--- config.mk ---
export PLATFORM = sky130hd
export DESIGN_NAME = reorder_buffer_flat
export DESIGN_NICKNAME = d
export VERILOG_FILES = /design/src/rtl/reorder_buffer_if.sv /design/src/rtl/reorder_buffer.sv /design/src/flat_wrapper.sv
export SDC_FILE = /design/constraint.sdc
export NUM_CORES = 1
export LEC_CHECK = 0
export CAP_MARGIN = 20
export CELL_PAD_IN_SITES_DETAIL_PLACEMENT = 2
export CELL_PAD_IN_SITES_GLOBAL_PLACEMENT = 2
export CORE_MARGIN = 2
export CORE_UTILIZATION = 48
export CTS_CLUSTER_SIZE = 20
export DETAILED_ROUTE_END_ITERATION = 16
export GPL_ROUTABILITY_DRIVEN = 0
export HOLD_SLACK_MARGIN = 0.06
export PLACE_DENSITY_LB_ADDON = 0.1
export SLEW_MARGIN = 20
export SYNTH_ARGS = -nofsm -noshare
export SYNTH_HDL_FRONTEND = slang
export SYNTH_SLANG_ARGS = --single-unit
--- constraint.sdc ---
create_clock -name clk -period 3.8 [get_ports clk]
set_input_delay 1.14 -clock clk [delete_from_list [all_inputs] [get_ports clk]]
set_output_delay 1.14 -clock clk [all_outputs]
set_load 0.01 [all_outputs]
--- src/rtl/reorder_buffer_if.sv ---
// reorder_buffer_if
//   Groups the reorder buffer's functional-unit result bus and its three
//   commit channels (register writeback, branch resolution, free-list retire).
//   master : functional-unit / pipeline side (drives results, observes commits)
//   slave  : reorder buffer side
//   Signals:
//     rob_transmit, robid[3:0], flags[7:0], wbs[7:0], value[7:0]  (result in)
//     prf_transmit, prf_id[3:0], prf_value[7:0]                   (writeback)
//     branch_transmit, new_pc[7:0], branch_not_taken              (branch)
//     retire_transmit, retire_id[3:0]                             (free list)
//     dup_err                                                     (sticky error)
interface reorder_buffer_if;
  logic       rob_transmit;
  logic [3:0] robid;
  logic [7:0] flags;
  logic [7:0] wbs;
  logic [7:0] value;

  logic       prf_transmit;
  logic [3:0] prf_id;
  logic [7:0] prf_value;

  logic       branch_transmit;
  logic [7:0] new_pc;
  logic       branch_not_taken;

  logic       retire_transmit;
  logic [3:0] retire_id;

  logic       dup_err;

  modport master (
    output rob_transmit, robid, flags, wbs, value,
    input  prf_transmit, prf_id, prf_value,
    input  branch_transmit, new_pc, branch_not_taken,
    input  retire_transmit, retire_id,
    input  dup_err
  );

  modport slave (
    input  rob_transmit, robid, flags, wbs, value,
    output prf_transmit, prf_id, prf_value,
    output branch_transmit, new_pc, branch_not_taken,
    output retire_transmit, retire_id,
    output dup_err
  );
endinterface

--- src/rtl/reorder_buffer.sv ---
// reorder_buffer
//   16-entry reorder buffer. Functional units deliver results out of order,
//   tagged with their fetch-order index (robid). Entries commit strictly in
//   fetch order, one per cycle, from the head pointer. Each commit drives
//   registered, single-cycle pulses on the writeback, branch and retire
//   channels according to the entry's flags.
//   Ports:
//     clk  : rising-edge clock
//     rst  : asynchronous active-low reset
//     bus  : reorder_buffer_if.slave (result input, commit outputs, dup_err)
//   Flags: bit0 branch, bit1 register write, bit2 branch taken.
module reorder_buffer #(
  parameter int unsigned DEPTH = 16
) (
  input  logic              clk,
  input  logic              rst,
  reorder_buffer_if.slave   bus
);

  localparam int unsigned IDW = $clog2(DEPTH);

  logic [DEPTH-1:0] done;
  logic [2:0]       ent_flags [DEPTH];
  logic [7:0]       ent_wbs   [DEPTH];
  logic [7:0]       ent_value [DEPTH];
  logic [IDW-1:0]   head;

  logic           commit;
  logic           wr_ok;
  logic           dup;
  logic [2:0]     h_flags;
  logic [7:0]     h_wbs;
  logic [7:0]     h_value;
  logic           do_prf;
  logic           do_br;

  // A write to a done entry is always dropped. When that entry is also the
  // one committing this cycle, the commit consumes the old contents and the
  // entry ends not-done, so both duplicate cases share one rule.
  always_comb begin
    commit  = done[head];
    wr_ok   = bus.rob_transmit && !done[bus.robid];
    dup     = bus.rob_transmit &&  done[bus.robid];
    h_flags = ent_flags[head];
    h_wbs   = ent_wbs[head];
    h_value = ent_value[head];
    do_prf  = commit && h_flags[1];
    do_br   = commit && h_flags[0];
  end

  // Entry payload needs no reset: it is only observed through a done bit.
  always_ff @(posedge clk) begin
    if (wr_ok) begin
      ent_flags[bus.robid] <= bus.flags[2:0];
      ent_wbs[bus.robid]   <= bus.wbs;
      ent_value[bus.robid] <= bus.value;
    end
  end

  always_ff @(posedge clk or negedge rst) begin
    if (!rst) begin
      done                 <= '0;
      head                 <= '0;
      bus.dup_err          <= 1'b0;
      bus.prf_transmit     <= 1'b0;
      bus.prf_id           <= '0;
      bus.prf_value        <= '0;
      bus.branch_transmit  <= 1'b0;
      bus.new_pc           <= '0;
      bus.branch_not_taken <= 1'b0;
      bus.retire_transmit  <= 1'b0;
      bus.retire_id        <= '0;
    end else begin
      // wr_ok needs !done and commit needs done, so they never hit the
      // same index and the two updates below cannot conflict.
      if (commit) begin
        done[head] <= 1'b0;
        head       <= head + IDW'(1);
      end
      if (wr_ok) begin
        done[bus.robid] <= 1'b1;
      end
      if (dup) begin
        bus.dup_err <= 1'b1;
      end

      bus.prf_transmit     <= do_prf;
      bus.prf_id           <= do_prf ? h_wbs[3:0] : '0;
      bus.prf_value        <= do_prf ? h_value    : '0;
      bus.retire_transmit  <= do_prf;
      bus.retire_id        <= do_prf ? h_wbs[7:4] : '0;
      bus.branch_transmit  <= do_br;
      bus.new_pc           <= do_br ? h_value     : '0;
      bus.branch_not_taken <= do_br && !h_flags[2];
    end
  end

endmodule

--- src/flat_wrapper.sv ---
// flat-port wrapper written by rule: the top's interface ports become plain ports
module reorder_buffer_flat 
#(
  parameter int unsigned DEPTH = 16
)
  (clk, rst, bus_rob_transmit, bus_robid, bus_flags, bus_wbs, bus_value, bus_prf_transmit, bus_prf_id, bus_prf_value, bus_branch_transmit, bus_new_pc, bus_branch_not_taken, bus_retire_transmit, bus_retire_id, bus_dup_err);
  reorder_buffer_if bus_i ();
  input  logic clk;
  input  logic rst;
  input wire logic [$bits(bus_i.rob_transmit)-1:0] bus_rob_transmit;
  input wire logic [$bits(bus_i.robid)-1:0] bus_robid;
  input wire logic [$bits(bus_i.flags)-1:0] bus_flags;
  input wire logic [$bits(bus_i.wbs)-1:0] bus_wbs;
  input wire logic [$bits(bus_i.value)-1:0] bus_value;
  output wire logic [$bits(bus_i.prf_transmit)-1:0] bus_prf_transmit;
  output wire logic [$bits(bus_i.prf_id)-1:0] bus_prf_id;
  output wire logic [$bits(bus_i.prf_value)-1:0] bus_prf_value;
  output wire logic [$bits(bus_i.branch_transmit)-1:0] bus_branch_transmit;
  output wire logic [$bits(bus_i.new_pc)-1:0] bus_new_pc;
  output wire logic [$bits(bus_i.branch_not_taken)-1:0] bus_branch_not_taken;
  output wire logic [$bits(bus_i.retire_transmit)-1:0] bus_retire_transmit;
  output wire logic [$bits(bus_i.retire_id)-1:0] bus_retire_id;
  output wire logic [$bits(bus_i.dup_err)-1:0] bus_dup_err;
  assign bus_i.rob_transmit = bus_rob_transmit;
  assign bus_i.robid = bus_robid;
  assign bus_i.flags = bus_flags;
  assign bus_i.wbs = bus_wbs;
  assign bus_i.value = bus_value;
  assign bus_prf_transmit = bus_i.prf_transmit;
  assign bus_prf_id = bus_i.prf_id;
  assign bus_prf_value = bus_i.prf_value;
  assign bus_branch_transmit = bus_i.branch_transmit;
  assign bus_new_pc = bus_i.new_pc;
  assign bus_branch_not_taken = bus_i.branch_not_taken;
  assign bus_retire_transmit = bus_i.retire_transmit;
  assign bus_retire_id = bus_i.retire_id;
  assign bus_dup_err = bus_i.dup_err;
  reorder_buffer #(.DEPTH(DEPTH)) u_core (.clk(clk), .rst(rst), .bus(bus_i));
endmodule
* Word-level counts from Yosys, hierarchy flattened
Memories as Yosys holds them, arrays and structs flattened. Index checks and enable logic that the tools add are counted.
Word-level totals: bits in registers 48, RAM bits 304, input port bits 31, memories kept 3
Operators by class: add/subtract/negate cells 1, $lt $le $gt $ge 4, mux-type cells 16, bitwise gates (word level) 3, reduce and logical (&&, ||, !) cells 9
Memories:
- u_core.ent_value | words 16, width 8, rd ports 1, clocked after memory_dff 0, write ports 1, line reorder_buffer.sv:25 | logic [7:0] ent_value [DEPTH];
- u_core.ent_wbs | words 16, width 8, rd ports 1, clocked after memory_dff 0, write ports 1, line reorder_buffer.sv:24 | logic [7:0] ent_wbs [DEPTH];
- u_core.ent_flags | words 16, width 3, rd ports 1, clocked after memory_dff 0, write ports 1, line reorder_buffer.sv:23 | logic [2:0] ent_flags [DEPTH];
Operators with widths (number):
- $mux W16 | 2
- $and A16 B16 Y16 | 1
- $mux W8 | 2
- $not A16 Y16 | 1
- $or A16 B16 Y16 | 1
- $lt A4 B5 Y1 const B | 2
- $bmux W1 S4 | 2
- $demux W1 S4 | 2
- $ge A4 B1 Y1 const B | 2
- $mux W4 | 2
- $logic_and A1 B1 Y1 | 7
- $mux W1 | 6
- $add A4 B1 Y4 const B | 1
- $logic_not A1 Y1 | 2

* Depth between registers and ports, before layout
Gate-level depths: netlist (run 1).
depth in word-level cells 9, gate-level depth with buffers 8

* Worst setup path after synthesis (run 1)
Ideal clock, no wire load.
path kind input port to flip-flop, start point input bus_robid[0], end point memory u_core.ent_flags[8][0] (enable), arrival 3.761 ns, required time 3.379 ns, path slack -0.383 ns, stages 4, path buffers 1, cells stage by stage buf_2 > mux4_2 > or3b_2 > nor3_1
On the way: word-level cells in the longest chain between the ends 6
Ends and longest elaborated chain:
- start, declared | line flat_wrapper.sv:11 | input wire logic [$bits(bus_i.robid)-1:0] bus_robid;
- $bmux W1 S4 | line reorder_buffer.sv:42 | wr_ok = bus.rob_transmit && !done[bus.robid];
- $mux W1 (implied by the code) | line reorder_buffer.sv:42
- $logic_not A1 Y1 | line reorder_buffer.sv:42
- $logic_and A1 B1 Y1 | line reorder_buffer.sv:42
- $mux W1 | line reorder_buffer.sv:53 | if (wr_ok) begin
- $mux W1 (implied by the code) | line reorder_buffer.sv:54 | ent_flags[bus.robid] <= bus.flags[2:0];
- end, declared | line reorder_buffer.sv:23
Parallel ways exist; a longest one is shown, timed or not. The select of a mux whose other input is x is not followed.

* Worst setup path in the final report (run 1)
start point input bus_robid[0], end point memory u_core.ent_value[12][0] (enable)
On the way: word-level cells in the longest chain between the ends 6
Ends and longest elaborated chain:
- $bmux W1 S4 | line reorder_buffer.sv:42
- $mux W1 (implied by the code) | line reorder_buffer.sv:42
- $logic_not A1 Y1 | line reorder_buffer.sv:42
- $logic_and A1 B1 Y1 | line reorder_buffer.sv:42
- $mux W1 | line reorder_buffer.sv:53
- $mux W1 (implied by the code) | line reorder_buffer.sv:56 | ent_value[bus.robid] <= bus.value;
- end, declared | line reorder_buffer.sv:25
Parallel ways exist; a longest one is shown, timed or not. The select of a mux whose other input is x is not followed.

==> impl_metrics.ini, run 1 <==
[finish]
antennaDiodeCount = 0
final-seq-area_um2 = 10300
finalNetCount = 733
final_util_pct = 57.9
multi_input_area_um2 = 3200
area_delta_synth_final_pct = 18.3
n_fill_cell = 2291
instances_no_fill = 1104
layout-drive-gt1-share_pct = 30.2

[die]
ioPinCount = 60
die-area_um2 = 29900
core-area_um2 = 27900
rows = 61
chipHeight_um = 173
initial_core_util_pct = 49.0
dieWidth_um = 173

[sta]
setup_viol = 0
relSlewSlack_pct = 34.4
hold_violations = 0
rsz0062_at_grt = false
fmax_ghz = 0.303
final.setup.tns_ns = 0
worstMarginPinSlew_ns = 0.978
skew_ns = 0.0167
period_share_pct = 86.9
finalMaxSlewViolations = 0
finalWorstSetupSlack_ns = 0.498
post-route-min-period_ns = 3.30

[setup_path]
end_kind = flop
critPathLaunchType = primary input
cp-endpoint = u_core.ent_value[12][0]$_DFFE_PP_
path_max_fanout = 20
ff2ff_setup_slack_ns = 1.06
critPathLaunch = bus_robid[0]
required_ns = 4.01
worst_ep_arrival_time_ns = 3.51
cp_cell_sequence = clkdlybuf4s50_1 -> mux4_2 -> or3b_2 -> nor3_2 -> buf_12
r2r-end = u_core.bus.prf_id[1]$_DFF_PN0_
worstReg2RegStart = u_core.head[0]$_DFFE_PN0P_
slowest_delay_ns = 0.65
crit_slowest_cell = clkdlybuf4s50_1
worstRegToRegCells = 4
worstSetupPathType = primary input to flop

[clock_network]
clock_path_buffers = 3
clk_latency_ns = 0.52
cts-root-buf = clkbuf_16
h-tree-depth = 2
cts_setup_buffers = 0
cts_tree = built
cts_resized = 0
cts.clk_slew.worst_paths_ns = 0.06
cts_buffers = 39
hold_buffers = 0
cts.sinks = 352

[pwr]
powerDensity_nw_per_um2 = 715
vdd_drop_max_v = 0.000404
report.power.total_uw = 11600
p_leak_uw = 0.00542

[placement]
port_buffers = 54
dp_hpwl_mm = 20.8
dp.cells = 1035
dp_slack_ns = 0.0150

[routing]
firstDrtPassIters = 5
via_count = 6616
viasPerCell = 5.99
drt-initial-drc-count = 531
wl_per_cell_um = 31.9
postRouteAntennaNets = 0
drc = 0
wirelength_mm = 35.2

[grt]
grt_usage_pct = 24.3
grt_pass1_wl_mm = 52.1
grt_max_degree = 47
grt_pass1_vias = 7451
gr-total-overflow = 0
antenna_found_initial = 2

[synthesis]
synth_async_sr_flop_share_pct = 13.6
yosysMostFrequentCell = edfxtp_1
synth_top_area_share_pct = 66.8
yosysWarnings = 0
synth_edf_count = 304
synth_area_um2 = 13700
syn_nets = 638
yosys.area.top_type = edfxtp_1
synthCells = 603
ys_seq_area_share_pct = 75.5
synth.ff_latch_count = 352
ys.flop_type = edfxtp_1
yosys.cell_types.count = 34
synth_area_leaders = edfxtp_1, mux4_2, dfrtp_1
avgSynthCellArea_um2 = 22.7
synth_common_cells = edfxtp_1, mux4_2, dfrtp_1

[flow_run]
cap_violations = 0

[worst_hold_path]
hp-class = flop to flop

[run_status]
status = finished, final reports clean
cells by family (layout without fill, tap and decap cells):
family | count (synthesis) | count (layout) | synth area share (%)
mux | 110 | 110 | 17.9
simple gates | 76 | 76 | 3.06
compound gates | 28 | 28 | 1.58
xor+xnor | 1 | 1 | 0.0641
fa+ha+maj | 4 | 4 | 0.366
buf+inv | 32 | 155 | 1.48
flops | 352 | 352 | 75.5
report_power, final:
group          internal [µW]  total [µW]  switching, µW
logic                   1640        3020           1370
registers               4450        4870            421
clock network           2220        3680           1460
placed cells by master, fill, tap and decap left out, types with 2 or more instances in the layout:
cell             count
edfxtp_1           304
mux4_2             101
clkdlybuf4s50_1     53
dfrtp_1             45
clkbuf_16           39
and2_1              20
nand2_1             19
a21o_1              16
buf_4               16
buf_12              13
nor2_2              12
and2_4               9
clkbuf_1             9
clkinv_2             6
clkinv_1             6
mux4_1               5
a22oi_1              4
ha_1                 4
bufinv_16            4
inv_1                3
nand2b_1             3
nor3_2               3
nor2b_1              3
clkbuf_8             3
or3b_2               2
or3_1                2
mux2_2               2
a21oi_1              2
a31oi_1              2
mux2i_1              2
dfrtp_4              2
layout make-up:
type                            count  area share (%)
Tap cell                          378            2.92
Clock buffer                       51            6.50
Clock inverter                     18            1.18
Multi-Input combinational cell    219            19.8
Inverter                            3          0.0696
Timing Repair Buffer               83            5.66
Sequential cell                   352            63.9
critical path: cells and delay by family:
kind                   cells  cell delay, ns
AND/OR/NAND/NOR            2            0.89
buffers and inverters      2            0.90
multiplexers               1            0.57
metrics by stage:
stage	area (µm²)	hold slack, ns
floorplan	13700	0.475
global placement	14900	0.464
detailed placement	14900	0.482
CTS	16200	0.496
global route	16200	0.536
finish	16200	0.495
flip-flops by register name, indices dropped and copies added, names as in the netlist:
register / flops
u_core.ent_value: 128
u_core.done: 16
u_core.bus.dup_err: 1
u_core.bus.retire_id: 4
u_core.bus.prf_id: 4
u_core.bus.new_pc: 8
u_core.head: 4
u_core.ent_flags: 48
u_core.bus.branch_transmit: 1
u_core.bus.prf_value: 8
u_core.bus.prf_transmit: 1
u_core.ent_wbs: 128
u_core.bus.branch_not_taken: 1
per-layer routing:
layer  up-vias  routed length, µm  GRT usage, %
met4         2                722          6.36
li1       2690                  -             -
met3        56               1370          3.67
met5         -                 11             0
met2       186              18900          43.3
met1      3682              14200          31.5
worst min-delay path by stage:
stage,slack (ns),endpoint,startpoint,depth (start not counted)
floorplan,0.48,u_core.done[10]$_DFF_PN0_,u_core.done[10]$_DFF_PN0_,1
global placement,0.46,u_core.bus.dup_err$_DFFE_PN0P_,u_core.bus.dup_err$_DFFE_PN0P_,2
detailed placement,0.48,u_core.bus.dup_err$_DFFE_PN0P_,u_core.bus.dup_err$_DFFE_PN0P_,2
CTS,0.50,u_core.bus.dup_err$_DFFE_PN0P_,u_core.bus.dup_err$_DFFE_PN0P_,2
global route,0.54,u_core.bus.dup_err$_DFFE_PN0P_,u_core.bus.dup_err$_DFFE_PN0P_,2
finish,0.50,u_core.bus.dup_err$_DFFE_PN0P_,u_core.bus.dup_err$_DFFE_PN0P_,2
Note: power is estimated with default switching activity, not from simulation.
==> run 2, diff against run 1 <==
--- a/config.mk
+++ b/config.mk
@@ -14,8 +14,7 @@
 export DETAILED_ROUTE_END_ITERATION = 16
 export GPL_ROUTABILITY_DRIVEN = 0
 export HOLD_SLACK_MARGIN = 0.06
-export PLACE_DENSITY_LB_ADDON = 0.1
-export SLEW_MARGIN = 20
+export PLACE_DENSITY = 0.76
 export SYNTH_ARGS = -nofsm -noshare
 export SYNTH_HDL_FRONTEND = slang
 export SYNTH_SLANG_ARGS = --single-unit
==> run 2 against run 1 <==
Fmax up 0.75%. Sequential power is 0.8% lower. Sequential cell count is the same. Via count rose by 1.3%. First-iteration DRC count up 13%. Global-route usage rose by 1.7 points. Clock skew rose by 0.011 ns. Setup slack improved by 0.025 ns. Total power increased by 1.4%. Worst hold slack improved by 0.013 ns. Combinational power grew 4%. Sequential share of layout area fell by 0.16 points. Largest cell class unchanged. Largest power group unchanged. Highest routed layer is now met4.
==> impl_metrics.ini, run 2 (synthesis gave the netlist of run 1 again) <==
[pwr]
p_comb_share_pct = 26.9
pwr-share-seq_pct = 41.2
report.power.total_uw = 11700
vdd_drop_max_v = 0.000468
swShare_pct = 28.9
p_int_uw = 8340
powerDensity_nw_per_um2 = 723
pwr-share-clk_pct = 31.9
p_leak_uw = 0.00543
switchingPower_uw = 3390

[clock_network]
cts.clk_slew.worst_paths_ns = 0.06
clk_latency_ns = 0.54
cts_setup_buffers = 0
cts_buffers = 38
hold_buffers = 0
cts_resized = 0
clock_path_buffers = 3
h-tree-depth = 2
cts_tree = built
cts.sinks = 352
cts-root-buf = clkbuf_16

[placement]
port_buffers = 54
dp_slack_ns = -0.0320
dp.cells = 1034
dp_hpwl_mm = 21.4

[routing]
postRouteAntennaNets = 0
drt-initial-drc-count = 601
wl_per_cell_um = 34.1
viasPerCell = 6.07
firstDrtPassIters = 4
drc = 0
via_count = 6701
wirelength_mm = 37.6

[finish]
final_common_cell = edfxtp_1
reg.largest.list = u_core.ent_value (128), u_core.ent_wbs (128), u_core.ent_flags (48)
n_fill_cell = 2285
area_delta_synth_final_pct = 18.6
instances_no_fill = 1104
antennaDiodeCount = 0
finalNetCount = 732
layout-drive-gt1-share_pct = 30.0
layout_common_cells = edfxtp_1, mux4_2, clkdlybuf4s50_1, dfrtp_1, clkbuf_16
final_util_pct = 58.0

[setup_path]
cp_cell_sequence = clkdlybuf4s50_1 -> mux4_2 -> or3b_2 -> nor3_2 -> buf_12
required_ns = 4.01
worst_ep_arrival_time_ns = 3.49
critPathLaunchType = primary input
crit_slowest_cell = clkdlybuf4s50_1
worstSetupPathType = primary input to flop
end_kind = flop
ff2ff_setup_slack_ns = 0.85
slowest_delay_ns = 0.66
path_max_fanout = 20

[run_status]
status = finished, final reports clean

[grt]
grt_pass1_vias = 7519
met2_usage_pct = 45.1
grt_max_degree = 55
grt_use_met3_pct = 4.95
gr-total-overflow = 0
grt-busiest-layer = met2
grt_pass1_wl_mm = 54.8
grtUsageMet1_pct = 33.4
antenna_found_initial = 1
grt_usage_pct = 26.0

[sta]
rsz0062_at_grt = false
period_share_pct = 86.3
post-route-min-period_ns = 3.28
worstMarginPinSlew_ns = 0.933
finalMaxSlewViolations = 0
hold_violations = 0
relSlewSlack_pct = 37.8
finalWorstSetupSlack_ns = 0.522
timing.hold.ws_ns = 0.508
skew_ns = 0.0277
fmax_ghz = 0.305
setup_viol = 0

[die]
dieWidth_um = 173
initial_core_util_pct = 49.0
ioPinCount = 60
rows = 61
chipHeight_um = 173
core-area_um2 = 27900
die-area_um2 = 29900

[worst_hold_path]
hp-class = flop to flop

[flow_run]
cap_violations = 0
run 2: layer usage:
layer / vias to the layer above / routed length [µm]
met4: 0 / 1100
met1: 3673 / 14700
met3: 72 / 2180
met2: 260 / 19600
li1: 2696 / -
met5: - / 0
run 2: final cells by class:
type,count,area [µm²],area share [%]
clock inverter,18,164,1.01
tap,378,473,2.92
inverter,3,11.3,0.0694
sequential,352,10300,63.7
clock buffer,51,1080,6.68
timing repair buffer,83,948,5.85
multi-input combinational,219,3200,19.7
run 2: through the flow:
step / TNS, ns / cell area [µm²]
3_3_place_gp: 0 / 14900
5_1_grt: 0 / 16200
2_1_floorplan: -12.27 / 13700
6_report: 0 / 16200
3_5_place_dp: -0.808 / 14900
4_1_cts: 0 / 16200
run 2: worst paths after layout:
path,start,to,depth (start not counted)
min in group asynchronous,rst,u_core.done[11]$_DFF_PN0_,1
worst min register to register,u_core.bus.dup_err$_DFFE_PN0P_,u_core.bus.dup_err$_DFFE_PN0P_,2
worst max register to register,u_core.head[3]$_DFFE_PN0P_,u_core.bus.retire_id[0]$_DFF_PN0_,5
worst min-delay path,u_core.bus.dup_err$_DFFE_PN0P_,u_core.bus.dup_err$_DFFE_PN0P_,2
worst max-delay path,bus_robid[0],u_core.ent_flags[12][2]$_DFFE_PP_,5
max in group asynchronous,rst,u_core.bus.new_pc[1]$_DFF_PN0_,2
run 2: power groups by stage:
| stage | sequential, µW | clock [µW] | combinational, µW |
|---|---|---|---|
| floorplan | 4640 | 0 | 2370 |
| global placement | 4880 | 0 | 2900 |
| detailed placement | 4930 | 0 | 3060 |
| CTS | 4860 | 3820 | 3140 |
| global route | 4860 | 3930 | 3380 |
| finish | 4830 | 3750 | 3150 |
run 2: worst max-delay path: cells and delay by family:
kind | cells | cell delay (ns)
and+or+nand+nor | 2 | 0.82
buffers and inverters | 2 | 0.90
muxes | 1 | 0.60
